`src/rtl/alu_sequencer.sv`:
```
// alu_sequencer: handshake front-end that drives the 16-bit 74181 ALU/shifter,
// waits for it to settle, then captures the result and keeps the C and Z flags.
module alu_sequencer #(
    parameter int SETTLE_CYCLES = 1
) (
    input  logic        clock,
    input  logic        reset,
    input  logic        req_valid,
    output logic        req_ready,
    input  logic [3:0]  req_op,
    input  logic [15:0] req_a,
    input  logic [15:0] req_b,
    input  logic [3:0]  req_count,
    output logic        rsp_valid,
    output logic [15:0] rsp_result,
    output logic        rsp_err,
    output logic        flag_c,
    output logic        flag_z,
    output logic [15:0] alu_a,
    output logic [15:0] alu_b,
    output logic [4:0]  alu_f,
    output logic        alu_csel,
    output logic        alu_ucin,
    output logic        alu_srcin,
    output logic        alu_notALUOE,
    output logic        alu_notShiftOE,
    input  logic [15:0] alu_y,
    input  logic        alu_cout,
    input  logic        alu_zout
);
    localparam int SW = (SETTLE_CYCLES > 1) ? $clog2(SETTLE_CYCLES) : 1;
    localparam logic [SW-1:0] LAST = SW'(SETTLE_CYCLES - 1);

    typedef enum logic [1:0] {IDLE, DRIVE, RESP} state_t;

    state_t      state;
    logic [SW-1:0] settle_cnt;
    logic [3:0]  count;
    logic        shift_op;
    logic        arith_op;
    logic        err_op;
    logic [4:0]  dec_f;
    logic        dec_shift;

    assign req_ready = state == IDLE;
    assign alu_srcin = flag_c;
    // a shift of zero runs as a single PASS step through the ALU path
    assign dec_shift = (req_op == 4'd9 || req_op == 4'd10) && req_count != 4'd0;

    always_comb begin
        dec_f = 5'b11111;
        case (req_op)
            4'd0, 4'd1: dec_f = 5'b10010;
            4'd2, 4'd3: dec_f = 5'b01100;
            4'd4:       dec_f = 5'b10111;
            4'd5:       dec_f = 5'b11101;
            4'd6:       dec_f = 5'b01101;
            4'd7:       dec_f = 5'b00001;
            4'd9:       dec_f = dec_shift ? 5'b00101 : 5'b11111;
            4'd10:      dec_f = dec_shift ? 5'b00010 : 5'b11111;
            default:    dec_f = 5'b11111;
        endcase
    end

    always_ff @(posedge clock) begin
        if (reset) begin
            state          <= IDLE;
            settle_cnt     <= '0;
            count          <= '0;
            shift_op       <= 1'b0;
            arith_op       <= 1'b0;
            err_op         <= 1'b0;
            rsp_valid      <= 1'b0;
            rsp_err        <= 1'b0;
            rsp_result     <= '0;
            flag_c         <= 1'b0;
            flag_z         <= 1'b0;
            alu_a          <= '0;
            alu_b          <= '0;
            alu_f          <= 5'b11111;
            alu_csel       <= 1'b0;
            alu_ucin       <= 1'b0;
            alu_notALUOE   <= 1'b1;
            alu_notShiftOE <= 1'b1;
        end else begin
            case (state)
                IDLE: if (req_valid) begin
                    state          <= DRIVE;
                    settle_cnt     <= '0;
                    count          <= req_count;
                    shift_op       <= dec_shift;
                    arith_op       <= req_op < 4'd4;
                    err_op         <= req_op > 4'd10;
                    alu_a          <= req_a;
                    alu_b          <= req_b;
                    alu_f          <= dec_f;
                    alu_csel       <= req_op == 4'd1 || req_op == 4'd3;
                    alu_ucin       <= req_op == 4'd2;
                    alu_notALUOE   <= dec_shift;
                    alu_notShiftOE <= !dec_shift;
                end
                DRIVE: if (settle_cnt == LAST) begin
                    settle_cnt <= '0;
                    rsp_result <= alu_y;
                    flag_z     <= alu_zout;
                    if (arith_op || shift_op) flag_c <= alu_cout;
                    if (shift_op && count != 4'd1) begin
                        count <= count - 4'd1;
                        alu_a <= alu_y;
                    end else begin
                        state          <= RESP;
                        rsp_valid      <= 1'b1;
                        rsp_err        <= err_op;
                        alu_notALUOE   <= 1'b1;
                        alu_notShiftOE <= 1'b1;
                    end
                end else begin
                    settle_cnt <= settle_cnt + 1'b1;
                end
                default: begin
                    state     <= IDLE;
                    rsp_valid <= 1'b0;
                    rsp_err   <= 1'b0;
                end
            endcase
        end
    end
endmodule

```
`config.mk`:
```
export PLATFORM = sky130hd
export DESIGN_NAME = alu_sequencer
export DESIGN_NICKNAME = d
export VERILOG_FILES = /design/src/rtl/alu_sequencer.sv
export SDC_FILE = /design/constraint.sdc
export NUM_CORES = 1
export LEC_CHECK = 0
export CAP_MARGIN = 20
export CORE_MARGIN = 10
export CORE_UTILIZATION = 60
export CTS_BUF_LIST = sky130_fd_sc_hd__clkbuf_8
export CTS_CLUSTER_SIZE = 20
export DETAILED_ROUTE_END_ITERATION = 7
export DONT_BUFFER_PORTS = 1
export PLACE_DENSITY = 0.76
export SYNTH_ARGS = -nofsm -noshare
export SYNTH_HDL_FRONTEND = slang
export SYNTH_SLANG_ARGS = --single-unit
```
`constraint.sdc`:
```
create_clock -name clock -period 2.2 [get_ports clock]
set_clock_uncertainty 0.15 [all_clocks]
set_input_delay 0.33 -clock clock [delete_from_list [all_inputs] [get_ports clock]]
set_output_delay 0.33 -clock clock [all_outputs]
set_load 0.02 [all_outputs]
```
=== After elaboration in Yosys (flattened, before gate mapping) ===
Cells that the tools add are included.

* Flip-flop bits (word level): 71
* Bits in latches: 0
* RAM bits: 0
* ROM bits: 0
* Input port bits: 61
* Output and inout port bits: 63
* Memories: 0

* $add $sub $neg: 2
* Multipliers: 0
* Divide/modulo/power cells: 0
* Magnitude comparators: 2
* Eq/ne operators: 15
* Shift operators: 0
* Multiplexer cells: 28
* Bitwise logic cells: 2
* Reduce and logical (&&, ||, !) cells: 20

{| class="wikitable"
|+ Operators with widths
! cell !! number
|-
| 16-bit two-way mux || 3
|-
| 5-bit one-hot mux with 8 select lines || 1
|-
| 16-bit one-hot mux with 2 select lines || 1
|-
| 4-bit by 3-bit == test with 1-bit output (second input constant) || 4
|-
| 4-bit two-way mux || 3
|-
| 5-bit two-way mux || 2
|-
| 1-bit one-hot mux with 2 select lines || 5
|-
| 3-bit AND reduction || 3
|-
| 4-bit by 2-bit == test with 1-bit output (second input constant) || 2
|-
| 4-bit == test (second input constant) || 2
|-
| 1-bit two-way mux || 8
|-
| 2-bit != test (second input constant) || 4
|-
| 4-bit one-hot mux with 2 select lines || 1
|-
| 4-bit AND reduction || 2
|-
| 2-bit two-way mux || 3
|-
| 2-bit AND reduction || 3
|-
| 4-bit by 1-bit == test with 1-bit output (second input constant) || 1
|-
| 4-bit > comparator (second input constant) || 1
|-
| 4-bit logical NOT || 1
|-
| 4-bit by 3-bit < comparator with 1-bit output (second input constant) || 1
|-
| 4-bit by 1-bit != test with 1-bit output (second input constant) || 1
|-
| 2-bit one-hot mux with 2 select lines || 1
|-
| 4-bit nonzero test || 1
|-
| 2-bit OR reduction || 2
|-
| 9 further kinds || 13
|}

=== Logic depth before layout (Yosys ltp) ===
* Word-level depth: 6
* Gate-level depth with buffers: 8
* Mapped depth without buffers: 6

=== Least setup slack after synthesis ===
No wires, ideal clock.

* Kind: reg2reg
* From: reg count[1]
* To: reg alu_a[15]
* Setup time: 0.088 ns
* Arrival: 1.568 ns
* Setup slack: 0.393 ns
* Stages on the path, launching flop included: 8
* Path through: dfxtp_1 inv_1 ha_1 or3b_4 a31o_1 buf_6 buf_6 a311oi_2

* Word-level cells in the longest chain between the ends: 4

{| class="wikitable"
|+ RTL lines
! what !! line !! text
|-
| from (decl) || 38 || <nowiki>logic [3:0] count;</nowiki>
|-
| from (signal assigned) || 90 || <nowiki>count <= req_count;</nowiki>
|-
| from (signal assigned) || 108 || <nowiki>count <= count - 4'd1;</nowiki>
|-
| 4-bit by 1-bit != test with 1-bit output || 107 || <nowiki>if (shift_op && count != 4'd1) begin</nowiki>
|-
| 1-bit logical AND || 107 ||
|-
| 2-bit != test (no source line) || -- ||
|-
| 4-bit AND reduction (no source line) || -- ||
|-
| to (signal assigned) || 94 || <nowiki>alu_a <= req_a;</nowiki>
|-
| to (signal assigned) || 109 || <nowiki>alu_a <= alu_y;</nowiki>
|-
| to (decl) || 19 || <nowiki>output logic [15:0] alu_a,</nowiki>
|}

No other way between the ends.
A chain may end at the register's enable or synchronous reset.

=== Final worst setup path ===
* From: reg count[1]
* To: reg alu_a[6]

Same word-level chain as after synthesis.

==> out/metrics.yaml <==
yosysMostFrequentCell: "nand2_1"
grt_pass1_vias: 2326
met2_usage_pct: 30.56
grt_overflow: 0
antenna_found_initial: 0
drv_slew: 0
synth.avg_cell_area_um2: 8.244
drcViolationCount: 0
grt_use_met1_pct: 21.08
synth_cell_types: 43
total_power_mw: 2.854
cp.arrival_ns: 2.01
setup_viol_count_final: 0
synthCells: 338
finalNonFillerCells: 413
core_um2: 4414
grt_pass1_wl_mm: 11.70
worstSetupStartpointType: "flip-flop"
setup_tns_ns: 0
regArea_um2: 1401
path_class: "flip-flop to flip-flop"
multiInputGateArea_um2: 1232
ys_seq_area_share_pct: 50.29
synthArstFlopShare_pct: 0
cts_max_path_buffers: 2
ys_warn_count: 0
die_area_um2: 7770
die_width_um: 88.15
leakagePower_nw: 1.252
slew_headroom_pct: 59.66
drtIter0Drc: 118
cts_buffers: 9
maxCapViolations: 0
dp_hpwl_mm: 5.147
ctsResizeCount: 0
routabilityCongestion: 0.7704
p_per_area_nw_per_um2: 871.6
drive_gt1_share_pct: 8.310
slowest_stage: "or3b_4"
rsz0062_at_grt: "no"
wirelength_mm: 7.623
synth_area_leader_cell: "dfxtp_1"
clk_latency_ns: 0.33
ir_drop_v: 0.0005807
syn_to_final_growth_pct: 17.51
rows: 24
place_area_um2: 2766
synthesis.nets: 401
synth_edf_count: 0
route.vias.total: 2386
crit_chain: "inv_1 -> ha_1 -> or3b_4 -> a31o_1 -> buf_4 -> a311oi_1"
wl_per_cell_um: 18.46
grt_max_degree: 71
insertedDiodeCount: 0
dp.cells: 368
cts_tree: "done"
clk_pin_slew_ns: 0.08
slowest_delay_ns: 0.40
finalHoldViolations: 0
fill_cells: 343
track_usage_pct: 18.82
synthFlopType: "dfxtp_1"
ys_ff_latch: 70
fin_crit_ns: 1.927
cts_sinks: 70
vias_per_cell: 5.777
firstDrtPassIters: 4
synth_top_cells_by_area: "dfxtp_1 (50%), nand2_1 (12%), a21oi_1 (8.3%), a311oi_1 (4.7%), nor2_1 (4.2%)"
synth_common_cells: "nand2_1 (91), dfxtp_1 (70), a21oi_1 (46)"
max_clock_freq_mhz: 518.9
hold_path.class: "primary input to flip-flop"
crit_fanout: 19
busiest_layer: "met2"
initial_core_util_pct: 63.12
yosysTopAreaCellShare_pct: 50.29
period_share_pct: 87.59
io_buffer_count: 0
chipHeight_um: 88.15
worst_pin_slew_ns: 0.6051
postLayoutCoreUtil_pct: 74.18
design_area_um2: 3274
cts-root-buf: "clkbuf_8"
status: "finished clean"
end_kind: "flip-flop"
cts.htree.levels: 3
met3_usage_pct: 8.449
cp.required_ns: 2.28
io_pins: 124
nets: 419
antenna_left: 0
syn_area_um2: 2786
==> final timing paths <==
path	slack (ns)	start	depth (start not counted)	endpoint
setup / recovery	0.27	count[1]$_SDFFE_PP0P_	6	alu_a[6]$_SDFFE_PP0P_
hold / removal	0.007	alu_y[10]	2	rsp_result[10]$_SDFFE_PP0P_
setup reg to reg	0.27	count[1]$_SDFFE_PP0P_	6	alu_a[6]$_SDFFE_PP0P_
hold reg to reg	0.31	arith_op$_SDFFE_PP0P_	2	arith_op$_SDFFE_PP0P_
==> sequential cells by signal, summed over array words and instances (netlist names) <==
register,cells
alu_a,16
alu_b,16
alu_csel,1
alu_f,5
alu_notALUOE,1
alu_notShiftOE,1
alu_srcin,1
alu_ucin,1
arith_op,1
count,4
err_op,1
flag_z,1
rsp_err,1
rsp_result,16
rsp_valid,1
shift_op,1
state,2
==> where the power goes <==
group	switching [mW]	total [mW]	internal [mW]
combinational	0.177	0.319	0.142
clock	0.452	1.03	0.576
sequential	0.155	1.51	1.35
total	0.784	2.85	2.07
==> worst max-delay path: cells and delay by family (launching register included) <==
kind	cells	cell delay, ns
fa+ha+maj	1	0.14
flops	1	0.32
buf+inv	2	0.27
simple gates	1	0.40
compound gates	2	0.54
==> layout make-up <==
| class | count | share of cell area [%] |
|---|---|---|
| multi-input combinational | 236 | 37.64 |
| sequential | 70 | 42.80 |
| inverter | 2 | 0.2293 |
| tap | 52 | 1.987 |
| clock buffer | 11 | 4.624 |
| timing repair buffer | 37 | 11.23 |
| clock inverter | 5 | 1.490 |
==> metal layers <==
metal  vias up  share of wire, %
li1       1186                 -
met1      1094                36
met2        92                50
met3        14                12
met4         0               1.7
met5         -                 0
==> layout by cell type (no fill, tap or decap), types with 3 or more instances in the layout <==
cell type       n
nand2_1        91
dfxtp_1        70
a21oi_1        46
nor2_1         31
dlygate4sd3_1  28
a311oi_1       15
clkbuf_8       11
buf_4           8
nor3_1          6
o21ai_0         6
inv_1           3
nand2b_1        3
a211oi_1        3
clkinv_2        3
==> stage by stage <==
stage,hold WS [ns],worst slack (ns)
after global placement,0.2565,0.3966
after floorplan,0.2832,0.3934
after detailed placement,0.2583,0.3264
after global routing,0.01014,0.1776
after CTS,0.0003022,0.3010
final,0.007487,0.2730
==> cells by family after synthesis <==
kind of cell,after synthesis,share of synthesized area (%)
and+or+nand+nor,146,22.45
AOI/OAI and AO/OA,84,19.44
DFF,70,50.29
buffers and inverters,32,5.478
muxes,3,1.123
adders and majority gates,2,0.8979
xor gates and xnor gates,1,0.3144
==> repair_timing <==
item                                   in CTS  in global routing
setup buffers                               0                  0
endpoints found under the hold margin      70                  0
hold buffers                               29                  0
Note: power is estimated with default switching activity, not from simulation.
